<file path="src/rtl/i2c_master_ctrl.sv">
// Single-transaction I2C master: START, device+R/W, memory address, one data byte, STOP.
// SCL is push-pull and SDA is open drain (sda_oe=1 pulls low); every bit slot is four quarters.
//
// state  | meaning
// -------+---------------------------------------------------------------
// IDLE   | bus idle (SCL high, SDA released), waiting for cmd_start
// START  | one slot; SDA falls while SCL is high at q2 entry
// DEV    | 8 slots, {dev, rw} MSB first
// ACK1   | slave acknowledge of the device byte
// MADDR  | 8 slots, memory address MSB first
// ACK2   | slave acknowledge of the memory address
// DATA   | 8 slots; drive write data, or release SDA and shift in read data
// ACK3   | write: slave acknowledge; read: master drives ACK low
// STOP   | one slot; SDA rises while SCL is high at q2 entry
// DONE   | one clock; pulse done, publish read data, drop busy
module i2c_master_ctrl #(
    parameter int QTR_CYCLES = 2
) (
    input  logic       clk,
    input  logic       reset,
    input  logic       cmd_start,
    input  logic       cmd_rw,
    input  logic [6:0] cmd_dev,
    input  logic [7:0] cmd_maddr,
    input  logic [7:0] cmd_wdata,
    output logic [7:0] rdata,
    output logic       busy,
    output logic       done,
    output logic       ack_err,
    output logic       scl,
    output logic       sda_oe,
    input  logic       sda_i
);

    localparam int TW = (QTR_CYCLES > 1) ? $clog2(QTR_CYCLES) : 1;
    localparam logic [TW-1:0] TICK_MAX = TW'(QTR_CYCLES - 1);

    typedef enum logic [3:0] {
        S_IDLE,
        S_START,
        S_DEV,
        S_ACK1,
        S_MADDR,
        S_ACK2,
        S_DATA,
        S_ACK3,
        S_STOP,
        S_DONE
    } state_t;

    state_t        state_q, state_d;
    logic [1:0]    qtr_q, qtr_d;
    logic [TW-1:0] tick_q, tick_d;
    logic [2:0]    bit_q, bit_d;
    logic [7:0]    tx_q, tx_d;
    logic [7:0]    rx_q, rx_d;
    logic          rw_q, rw_d;
    logic [6:0]    dev_q, dev_d;
    logic [7:0]    maddr_q, maddr_d;
    logic [7:0]    wdata_q, wdata_d;
    logic          ack_err_q, ack_err_d;
    logic          scl_q, scl_d;
    logic          sda_oe_q, sda_oe_d;
    logic          busy_q, busy_d;
    logic          done_q, done_d;
    logic [7:0]    rdata_q, rdata_d;

    logic [1:0]    nxt_qtr;
    logic          slot_end;

    always_comb begin
        state_d   = state_q;
        qtr_d     = qtr_q;
        tick_d    = tick_q;
        bit_d     = bit_q;
        tx_d      = tx_q;
        rx_d      = rx_q;
        rw_d      = rw_q;
        dev_d     = dev_q;
        maddr_d   = maddr_q;
        wdata_d   = wdata_q;
        ack_err_d = ack_err_q;
        scl_d     = scl_q;
        sda_oe_d  = sda_oe_q;
        busy_d    = busy_q;
        done_d    = 1'b0;
        rdata_d   = rdata_q;
        nxt_qtr   = qtr_q + 2'd1;
        slot_end  = 1'b0;

        case (state_q)
            S_IDLE: begin
                if (cmd_start && !busy_q) begin
                    rw_d      = cmd_rw;
                    dev_d     = cmd_dev;
                    maddr_d   = cmd_maddr;
                    wdata_d   = cmd_wdata;
                    ack_err_d = 1'b0;
                    busy_d    = 1'b1;
                    state_d   = S_START;
                    qtr_d     = 2'd0;
                    tick_d    = TICK_MAX;
                    scl_d     = 1'b0;
                    sda_oe_d  = 1'b0;
                end
            end
            S_DONE: begin
                done_d  = 1'b1;
                busy_d  = 1'b0;
                if (rw_q) rdata_d = rx_q;
                state_d = S_IDLE;
            end
            default: begin
                if (tick_q != '0) begin
                    tick_d = tick_q - TW'(1);
                end else begin
                    tick_d = TICK_MAX;
                    qtr_d  = nxt_qtr;
                    scl_d  = (nxt_qtr == 2'd1) || (nxt_qtr == 2'd2);
                    // q2 entry is both the START/STOP edge and the sample point (last clk of q1)
                    if (nxt_qtr == 2'd2) begin
                        case (state_q)
                            S_START: sda_oe_d = 1'b1;
                            S_STOP:  sda_oe_d = 1'b0;
                            S_ACK1, S_ACK2: if (sda_i) ack_err_d = 1'b1;
                            S_ACK3:  if (!rw_q && sda_i) ack_err_d = 1'b1;
                            S_DATA:  if (rw_q) rx_d = {rx_q[6:0], sda_i};
                            default: ;
                        endcase
                    end
                    slot_end = (nxt_qtr == 2'd0);
                end
            end
        endcase

        if (slot_end) begin
            case (state_q)
                S_START: begin
                    state_d  = S_DEV;
                    bit_d    = 3'd7;
                    tx_d     = {dev_q, rw_q};
                    sda_oe_d = ~dev_q[6];
                end
                S_DEV, S_MADDR: begin
                    if (bit_q == 3'd0) begin
                        state_d  = (state_q == S_DEV) ? S_ACK1 : S_ACK2;
                        sda_oe_d = 1'b0;
                    end else begin
                        bit_d    = bit_q - 3'd1;
                        tx_d     = {tx_q[6:0], 1'b0};
                        sda_oe_d = ~tx_q[6];
                    end
                end
                S_ACK1: begin
                    if (ack_err_q) begin
                        state_d  = S_STOP;
                        sda_oe_d = 1'b1;
                    end else begin
                        state_d  = S_MADDR;
                        bit_d    = 3'd7;
                        tx_d     = maddr_q;
                        sda_oe_d = ~maddr_q[7];
                    end
                end
                S_ACK2: begin
                    if (ack_err_q) begin
                        state_d  = S_STOP;
                        sda_oe_d = 1'b1;
                    end else begin
                        state_d  = S_DATA;
                        bit_d    = 3'd7;
                        tx_d     = wdata_q;
                        sda_oe_d = !rw_q && !wdata_q[7];
                    end
                end
                S_DATA: begin
                    if (bit_q == 3'd0) begin
                        state_d  = S_ACK3;
                        sda_oe_d = rw_q;
                    end else begin
                        bit_d    = bit_q - 3'd1;
                        tx_d     = {tx_q[6:0], 1'b0};
                        sda_oe_d = !rw_q && !tx_q[6];
                    end
                end
                S_ACK3: begin
                    state_d  = S_STOP;
                    sda_oe_d = 1'b1;
                end
                S_STOP: begin
                    // Park SCL high so the bus is idle again once the frame is over
                    state_d  = S_DONE;
                    scl_d    = 1'b1;
                    sda_oe_d = 1'b0;
                end
                default: ;
            endcase
        end
    end

    always_ff @(posedge clk or negedge reset) begin
        if (!reset) begin
            state_q   <= S_IDLE;
            qtr_q     <= 2'd0;
            tick_q    <= '0;
            bit_q     <= 3'd0;
            tx_q      <= 8'h00;
            rx_q      <= 8'h00;
            rw_q      <= 1'b0;
            dev_q     <= 7'h00;
            maddr_q   <= 8'h00;
            wdata_q   <= 8'h00;
            ack_err_q <= 1'b0;
            scl_q     <= 1'b1;
            sda_oe_q  <= 1'b0;
            busy_q    <= 1'b0;
            done_q    <= 1'b0;
            rdata_q   <= 8'h00;
        end else begin
            state_q   <= state_d;
            qtr_q     <= qtr_d;
            tick_q    <= tick_d;
            bit_q     <= bit_d;
            tx_q      <= tx_d;
            rx_q      <= rx_d;
            rw_q      <= rw_d;
            dev_q     <= dev_d;
            maddr_q   <= maddr_d;
            wdata_q   <= wdata_d;
            ack_err_q <= ack_err_d;
            scl_q     <= scl_d;
            sda_oe_q  <= sda_oe_d;
            busy_q    <= busy_d;
            done_q    <= done_d;
            rdata_q   <= rdata_d;
        end
    end

    assign rdata   = rdata_q;
    assign busy    = busy_q;
    assign done    = done_q;
    assign ack_err = ack_err_q;
    assign scl     = scl_q;
    assign sda_oe  = sda_oe_q;

endmodule

</file>
<file path="config.mk">
export PLATFORM = sky130hd
export DESIGN_NAME = i2c_master_ctrl
export DESIGN_NICKNAME = d
export VERILOG_FILES = /design/src/rtl/i2c_master_ctrl.sv
export SDC_FILE = /design/constraint.sdc
export NUM_CORES = 1
export LEC_CHECK = 0
export ABC_AREA = 1
export BUFFER_PORTS_ARGS = -buffer_cell sky130_fd_sc_hd__buf_2
export CAP_MARGIN = 5
export CORE_MARGIN = 2
export CORE_UTILIZATION = 35
export DETAILED_ROUTE_END_ITERATION = 8
export GPL_TIMING_DRIVEN = 0
export RECOVER_POWER = 50
export SLEW_MARGIN = 40
export SYNTH_ARGS = -nofsm -noshare
export SYNTH_HDL_FRONTEND = slang
export SYNTH_SLANG_ARGS = --single-unit
</file>
<file path="constraint.sdc">
create_clock -name clk -period 3.34 [get_ports clk]
set_input_delay 0 -clock clk [delete_from_list [all_inputs] [get_ports clk]]
set_output_delay 0 -clock clk [all_outputs]
set_load 0.01 [all_outputs]
</file>
Word-level counts from Yosys, hierarchy flattened
Cells that the tools add are included.
{"block": "totals", "inputBits": 28, "out_inout_bits": 13, "register_bits": 62, "word_cells": 123}
{"block": "op_classes", "n_reduce_logical": 30, "eq_ne": 19, "n_mux": 49, "n_addsub": 3, "n_bitwise": 6}
{"cell": "4-bit case mux with 7 select lines", "count": 1}
{"cell": "7-bit case mux with 4 select lines", "count": 1}
{"cell": "4-bit two-way mux", "count": 6}
{"cell": "1-bit two-way mux", "count": 22}
{"cell": "7-bit two-way mux", "count": 3}
{"cell": "4-bit by 3-bit == test with 1-bit output, second input constant", "count": 4}
{"cell": "1-bit case mux with 2 select lines", "count": 7}
{"cell": "2-bit != test, second input constant", "count": 5}
{"cell": "5-bit AND reduction", "count": 2}
{"cell": "3-bit two-way mux", "count": 3}
{"cell": "3-bit case mux with 3 select lines", "count": 1}
{"cell": "4-bit by 2-bit == test with 1-bit output, second input constant", "count": 2}
{"cell": "4-bit == test, second input constant", "count": 2}
{"cell": "4-bit case mux with 2 select lines", "count": 1}
{"cell": "2-bit AND reduction", "count": 4}
{"cell": "1-bit case mux with 7 select lines", "count": 1}
{"cell": "7-bit AND reduction", "count": 1}
{"cell": "1-bit NOT", "count": 6}
{"cell": "3-bit nonzero test", "count": 2}
{"cell": "2-bit OR reduction", "count": 3}
{"cell": "4-bit by 1-bit == test with 1-bit output, second input constant", "count": 1}
{"cell": "1-bit logical AND", "count": 4}
{"cell": "1-bit zero test", "count": 4}
{"cell": "4-bit zero test", "count": 1}
{"cell": "other kinds (18)", "count": 20}

Longest topological paths before layout
Gate-level depths: netlist (run 1).
{"block": "depth", "depth_word": 7, "depth_mapped": 11, "mapped_depth_nobuf": 11}

Least setup slack after synthesis (run 1)
No wires, ideal clock.
{"block": "synth_timing", "path_kind": "reg-to-reg", "from": "register state_q[0]", "to": "register rw_q", "t_arrival_ps": 1322, "n_path_buf": 1, "setup_ps": 126, "setup_slack_ps": 1892, "required_ps": 3214, "period_less_slack_ps": 1448, "stages_incl_launch_ff": 8, "cell_sequence": "dfrtp_1 -> nor2_1 -> nand2_4 -> inv_2 -> nand3_2 -> inv_2 -> buf_2 -> o21ai_0"}
{"block": "synth_via", "elab_chain_cells": 2}
{"item": "start, declared", "line": "51", "source": "state_t state_q, state_d;"}
{"item": "start signal, assigned", "line": "220", "source": "state_q <= state_d;"}
{"item": "4-bit zero test", "line": "91", "source": "case (state_q)"}
{"item": "2-bit AND reduction (no source line)"}
{"item": "end signal, assigned", "line": "226", "source": "rw_q <= rw_d;"}
{"item": "end, declared", "line": "57", "source": "logic rw_q, rw_d;"}
Every way passes these cells.
A chain may end at the register's enable or synchronous reset.

Worst setup path after layout (run 1)
{"block": "layout_timing", "from": "register state_q[1]", "to": "register rw_q"}
Same word-level chain as after synthesis.

==> key figures, run 1 <==
Clock network
  – Post-cts sizing count: 0
  – Buffer count from post-CTS setup fixing: 0
  – CTS H-tree lvls: 3
  – CTS Root Cell: clkbuf_8
  – # clock sinks: 62
  – Maximum root-to-sink buffer count: 2
  – CTS tree: yes
  – Clk pin slew, worst setup/hold paths: about 0.08 ns
  – Hold-fix buffers, CTS: 26
  – Total CTS buffers: 9
  – Clock latency on the worst-skew pair: between 0.3 and 0.4 ns

Min path
  – HP Start: cmd_start
  – Hold EP: tick_q
  – Hold path depth: 6
  – Hold crit path type: in2reg

Cells and area
  – Ant diodes: 0
  – Area grow syn2layout: 26.74%
  – Area occupied by multi-input gates: 1340 sq um
  – Filler cells: 882
  – Final nets: 490
  – Layout cells sized above 1: 0.1987
  – Reg area: around 1600 sq um

Timing
  – Hold WS: around 0.1 ns
  – Fin Setup TNS: 0 ns
  – RSZ-0062 raised after global routing: no
  – Min Tclk post-route: ~1.9 ns
  – Crit share post-route: 0.5552
  – Slew @ Worst Pin: 1.717 ns
  – Final Hold Viols: 0
  – Final number of max-transition violations: 31
  – Slew headroom: -0.1444
  – Max Clock Skew: around 0.0065 ns
  – Final setup vio count: 0
  – Highest clock rate: 539.2 MHz

Synthesis
  – Area leader, netlist: dfrtp_1
  – Ys async rst share: 1.000
  – Number of synthesized register bits: 62
  – Ys flop type: dfrtp_1
  – Most frequent cell after synthesis: nand2_1
  – Synth top area cells: dfrtp_1 49%, nand2_1 17%, o21ai_0 6.0%, inv_1 4.0%, nand3_1 2.1%
  – Number of enable flip-flop cells after synthesis: 0
  – Netlist cell types: 31
  – Syn Area/Cell: 8.153 sq um
  – Mapped Area: roughly 3100 sq um
  – Syn Nets: between 400 and 500
  – Post-synthesis sequential area ratio: 0.5012
  – YS warnings: 0
  – Mapped Cells: between 300 and 400
  – Commonest cells in the netlist: 141 x nand2_1, 61 x dfrtp_1, 37 x o21ai_0
  – Post-synth top area share: 0.4927

Run status
  – Failing checks: capacitance limit, slew limit
  – Status: finished, violations left

Setup path
  – Crit end category: flop
  – Worst r2r path cells: 8
  – Worst path cell trace: nor2_1, nand2_4, inv_2, nand3_2, inv_2, buf_2, nand2_1, o21ai_0
  – Worst-path maximum fanout: 10
  – Largest stage delay, worst path: approximately 0.45 ns
  – Arrival time at the worst endpoint: ~2.1 ns
  – Reg2reg end: rw_q
  – CP dominant cell by count: inv_2
  – Crit-path slowest cell: dfrtp_1
  – CP Launch Type: flop
  – Worst path required time: 3.61 ns
  – RR Startpoint: state_q[1]
  – R2r setup slk: approximately 1.5 ns
  – CP Class: reg2reg
  – Cell family with most CP delay: simple AND/OR/NAND/NOR gates
  – CP Buf/Inv Count: 3

Drt
  – DRC: 0
  – WL/cell: approximately 13 um
  – 1st-iter DRT viols: between 100 and 150
  – ANT nets after route: 0
  – Via count: 2674
  – WL final: around 7200 um
  – First drt pass iteration count: 4
  – Via density: between 4 and 5

Job
  – Max cap viols: 1

Global route
  – First-pass GRT wire length: between 10000 and 15000 um
  – M2 GR Usage: 0.2534
  – Overall routing resource usage: 0.1633
  – Remaining Overflow, GRT: 0
  – Initial antenna violation count: 0
  – Met3 Resource Use GR: 0.03865
  – Global routing's busiest layer: met2
  – Met1 Track Usage GR: 0.2261
  – Number of global-route vias before repair: 2676
  – Largest net degree at the start of global routing: 33

Floorplanning
  – Total core area: around 8600 sq um
  – Die X-Extent: around 98 um
  – I/O pin count: a little over 40
  – Initial core utilization: 0.3587
  – Row count: 34
  – Die Footprint: 9620 sq um
  – DIE HEIGHT: ~98 um

Power
  – Net Sw Power: 0.3595 mW
  – Clock network power share: 0.484
  – Final Power: ~1.6 mW
  – VDD IR max: approximately 0.23 mV
  – Int Pwr: 1.206 mW
  – Leakage: roughly 2.0 nW
  – Reg power frac: 0.480
  – Pwr Density: approximately 400 nW/um^2
  – Sw Share: 0.2296
  – Comb power frac: 0.037

Placed design
  – Port Buffer Count: 40
  – Routability cong.: around 0.94
  – HPWL after DPL: between 5000 and 6000 um
-- cells by family (layout without fill, tap and decap cells) --
kind of cell | after synthesis | in the layout | synth area share
flops | 62 | 62 | 0.5012
xor+xnor | 1 | 1 | 0.002828
compound gates | 62 | 62 | 0.1090
mux | 1 | 1 | 0.003635
simple gates | 202 | 202 | 0.3009
buf+inv | 48 | 131 | 0.06624
fa+ha+maj | 4 | 4 | 0.01616
-- stage by stage --
step	instance area [sq um]	std cells	setup slack [ns]	utilization
4_1_cts	3938	571	1.468	0.4560
3_3_place_gp	3433	528	1.561	0.3976
5_1_grt	3926	571	1.312	0.4547
6_report	3926	571	1.486	0.4547
2_1_floorplan	3098	380	1.892	-
3_5_place_dp	3456	529	1.497	0.4002
-- state kept, by name, summed over array words and instances, names as in the netlist --
name and flops:
maddr_q 8, rdata 8, rx_q 8, wdata_q 8, dev_q 7, tx_q 7, state_q 4, bit_q 3
qtr_q 2, ack_err 1, busy 1, done 1, rw_q 1, scl 1, sda_oe 1, tick_q 1
-- how the worst max path moves through the flow --
stage          slack, ns  startpoint  depth (start not counted)          to
6_report            1.49  state_q[1]                          8        rw_q
3_3_place_gp        1.56  state_q[0]                          8        rw_q
3_5_place_dp        1.50  state_q[1]                          8        rw_q
2_1_floorplan       1.89  state_q[0]                          7        rw_q
4_1_cts             1.47  state_q[1]                          8        rw_q
5_1_grt             1.31       reset                          2  state_q[3]
-- worst reg2reg max path, cell delays in order (launching register included) --
cell and delay [ns]:
dfrtp_1 0.45, nor2_1 0.33, nand2_4 0.12, inv_2 0.07
nand3_2 0.20, inv_2 0.19, buf_2 0.23, nand2_1 0.09
o21ai_0 0.08
-- power by group through the flow --
stage | clock network, mW | registers, mW | logic [mW]
after floorplan | 0 | 0.766 | 0.000710
after global placement | 0 | 0.766 | 0.0324
after detailed placement | 0 | 0.766 | 0.0357
after CTS | 0.774 | 0.751 | 0.0586
after global routing | 0.809 | 0.751 | 0.0644
final | 0.758 | 0.751 | 0.0574
-- cell type report --
cell class / count / share of cell area
Timing Repair Buffer: 67 / 0.1201
Clock buffer: 9 / 0.03155
Tap cell: 108 / 0.03442
Sequential cell: 62 / 0.3955
Inverter: 40 / 0.03824
Multi-Input combinational cell: 270 / 0.3413
Clock inverter: 7 / 0.02486
Buffer: 8 / 0.01402
-- layout by cell type, fill, tap and decap left out, types with 2 or more instances in the layout --
master and instances:
nand2_1 141, dfrtp_1 61, buf_2 38, o21ai_0 37, inv_1 33, dlygate4sd3_1 26, nor2_1 17, nand3_1 13
o21ai_1 9, clkbuf_8 9, nand2_2 8, inv_2 7, nand3b_1 7, a21oi_1 7, clkbuf_1 7, nand2_4 5
ha_1 4, nor2_4 3, nor2_2 3, o21ai_2 3, o211ai_1 2, o31ai_1 2, buf_6 2, clkinvlp_4 2
bufinv_16 2
-- routing by layer --
layer	vias to the layer above	share of wire
met5	-	0
li1	1370	-
met1	1227	0.49
met4	0	0.015
met3	11	0.050
met2	66	0.45
Note: power is estimated with default switching activity, not from simulation.
==> inputs of run 2 (changes only) <==
--- a/config.mk
+++ b/config.mk
@@ -5,7 +5,7 @@
 export SDC_FILE = /design/constraint.sdc
 export NUM_CORES = 1
 export LEC_CHECK = 0
-export ABC_AREA = 1
+export ABC_AREA = 0
 export BUFFER_PORTS_ARGS = -buffer_cell sky130_fd_sc_hd__buf_2
 export CAP_MARGIN = 5
 export CORE_MARGIN = 2
==> constraint.sdc (replaced) <==
create_clock -name clk -period 1.9 [get_ports clk]
set_input_delay 0 -clock clk [delete_from_list [all_inputs] [get_ports clk]]
set_output_delay 0 -clock clk [all_outputs]
set_load 0.01 [all_outputs]
==> key figures, run 2 <==
Floorplanning
  – Die X-Extent: 98.31 um (+0.23%)
  – Initial core utilization: 0.3587 (about the same)
  – DIE HEIGHT: 98.31 um (+0.23%)
  – Row count: 34 (unchanged)
  – I/O pin count: 41 (unchanged)
  – Total core area: 8678 sq um (+0.49%)
  – Die Footprint: 9665 sq um (+0.47%)

Run status
  – Status: finished, final reports clean

Drt
  – ANT nets after route: 0 (unchanged)
  – WL/cell: 15.45 um (+22%)
  – Via count: 2445 (-8.6%)
  – DRC: 0 (unchanged)
  – Via density: 5.191 (+11%)
  – WL final: 7278 um (+0.76%)
  – First drt pass iteration count: 4 (unchanged)
  – 1st-iter DRT viols: 158 (+41%)

Timing
  – Max Clock Skew: 0.01068 ns (+0.004173 ns)
  – Final setup vio count: 0 (unchanged)
  – Final number of max-transition violations: 0 (-100%)
  – Fin Setup TNS: 0 ns (unchanged)
  – Final Hold Viols: 0 (unchanged)
  – RSZ-0062 raised after global routing: yes
  – Slew headroom: 0.03895 (+0.1834)
  – Highest clock rate: 526.7 MHz (-2.3%)
  – Crit share post-route: 0.9993 (+0.4441)
  – Min Tclk post-route: 1.899 ns (+0.04426 ns)
  – Slew @ Worst Pin: 1.442 ns (-0.2751 ns)

Cells and area
  – Filler cells: 843 (-4.4%)
  – Commonest non-fill, non-tap cells in the layout: 61 x dfrtp_1, 43 x mux2_2, 40 x buf_2, 26 x dlygate4sd3_1, 13 x nand2_1
  – Final Util: 0.4730 (+0.01839)
  – Layout Cells excl Fill: 471 (-18%)
  – Layout cells sized above 1: 0.3829 (+0.1842)
  – Commonest non-fill, non-tap cell in the layout: dfrtp_1
  – Final nets: 390 (-20%)
  – Area grow syn2layout: 31.87%
  – Ant diodes: 0 (unchanged)

Setup path
  – Crit end category: flop
  – Worst-path maximum fanout: 7 (-3)
  – CP Launch Type: flop
  – Worst r2r path cells: 7 (-1)
  – R2r setup slk: 0.001 ns (-1.48 ns)
  – Worst path required time: 2.13 ns (-1.48 ns)
  – CP Class: reg2reg
  – Arrival time at the worst endpoint: 2.13 ns (about the same)
  – Reg2reg end: tx_q[6]
  – RR Startpoint: bit_q[1]

Synthesis
  – Ys async rst share: 1.000 (unchanged)
  – Number of synthesized register bits: 62 (unchanged)
  – Area leader, netlist: dfrtp_1
  – Syn Area/Cell: 11.40 sq um (+40%)
  – Commonest cells in the netlist: 61 x dfrtp_1, 49 x mux2_2, 14 x clkbuf_1, 14 x nand2_1, 10 x inv_1
  – Post-synth top area share: 0.4904 (-0.002377)
  – YS warnings: 0 (unchanged)
  – Netlist cell types: 49 (+58%)
  – Mapped Cells: 273 (-28%)
  – Number of enable flip-flop cells after synthesis: 0 (unchanged)
  – Synth top area cells: dfrtp_1 49%, mux2_2 18%, nand3b_1 2.2%, clkbuf_1 1.7%, nand2_1 1.7%
  – Syn Nets: 305 (-26%)
  – Post-synthesis sequential area ratio: 0.4988 (-0.002417)
  – Ys flop type: dfrtp_1
  – Most frequent cell after synthesis: dfrtp_1
  – Mapped Area: 3113 sq um (+0.48%)

Placed design
  – Port Buffer Count: 40 (unchanged)
  – HPWL after DPL: 4952 um (-1.0%)
  – Routability cong.: 0.8363 (-11%)
  – Placed Instances: 422 (-20%)

Clock network
  – CTS H-tree lvls: 3 (unchanged)
  – Clock latency on the worst-skew pair: 0.35 ns (about the same)
  – Total CTS buffers: 9 (unchanged)
  – CTS Root Cell: clkbuf_8
  – CTS tree: yes
  – # clock sinks: 62 (unchanged)
  – Clk pin slew, worst setup/hold paths: 0.07 ns (about the same)
  – Maximum root-to-sink buffer count: 2 (unchanged)

Global route
  – Largest net degree at the start of global routing: 37 (+12%)
  – Remaining Overflow, GRT: 0 (unchanged)
  – Initial antenna violation count: 0 (unchanged)
  – Overall routing resource usage: 0.1623 (-0.001064)
  – Number of global-route vias before repair: 2481 (-7.3%)
  – First-pass GRT wire length: 12360 um (-1.9%)

Min path
  – Hold EP: ack_err
  – Hold path depth: 3 (-3)
  – HP Start: cmd_start
  – Hold crit path type: in2reg

Power
  – Final Power: 2.758 mW (+76%)
  – Leakage: 1.884 nW (-7.6%)
  – VDD IR max: 0.4376 mV (+87%)
  – Pwr Density: 671.9 nW/um^2 (+68%)

Job
  – Max cap viols: 0 (-1)
==> run 2: through the flow <==
step / instance area [sq um] / hold slack, ns / setup WS, ns
floorplan: 3136 / -0.2956 / -0.03241
global placement: 3471 / 0.2316 / -0.2768
detailed placement: 3493 / -0.05698 / -0.2894
CTS: 4088 / 0.1064 / -0.02250
global route: 4105 / 0.1361 / -0.05339
finish: 4105 / 0.1327 / 0.001281
==> run 2: cell families after synthesis <==
group | after synthesis | share of synthesized area
AO/OA/AOI/OAI | 47 | 0.1101
XOR/XNOR | 1 | 0.002814
adder cells (fa/ha/maj) | 4 | 0.01608
buffers and inverters | 28 | 0.03577
flip-flops | 62 | 0.4988
multiplexers | 52 | 0.1869
AND/OR/NAND/NOR | 79 | 0.1495
==> run 2: layer usage <==
layer,GRT usage,wire length [um]
met5,0,0
met4,0.06639,125
met3,0.03508,338
met2,0.2648,3423
met1,0.2101,3391
==> run 2: where the power goes <==
part | internal, mW | switching (mW)
clock | 0.756 | 0.586
combinational | 0.0573 | 0.0382
sequential | 1.32 | 0.000831
total | 2.13 | 0.625
==> run 2: repair_timing <==
action | in CTS | in global routing
setup buffers | 6 | 2
hold endpoints to repair | 86 | 0
endpoints found under the setup margin | 35 | 25
gates resized for setup | 16 | 13
hold buffers | 26 | 0
pin swaps | 1 | 2
==> run 2: worst max path at each step <==
| stage | from | to |
|---|---|---|
| after global placement | bit_q[0] | tx_q[1] |
| after floorplan | bit_q[0] | tx_q[1] |
| final | bit_q[1] | tx_q[6] |
| after detailed placement | bit_q[1] | tx_q[1] |
| after global routing | state_q[0] | sda_oe |
| after CTS | bit_q[1] | tx_q[6] |
==> run 2: worst max-delay path: stages, from the launching register on <==
cell      delay [ns]
dfrtp_1         0.37
inv_2           0.06
ha_4            0.15
nor2b_4         0.12
or3_4           0.34
a211oi_4        0.27
buf_12          0.18
mux2_4          0.29
==> run 2: cell type report <==
type                       count  area [sq um]  area share
sequential                    62          1553      0.3782
multi-input combinational    183          1530      0.3728
timing repair buffer          75         540.5      0.1317
tap                          108         135.1     0.03292
clock buffer                   9         123.9     0.03017
clock inverter                 7         102.6     0.02499
buffer                        17         82.58     0.02012
inverter                      10         37.54    0.009144
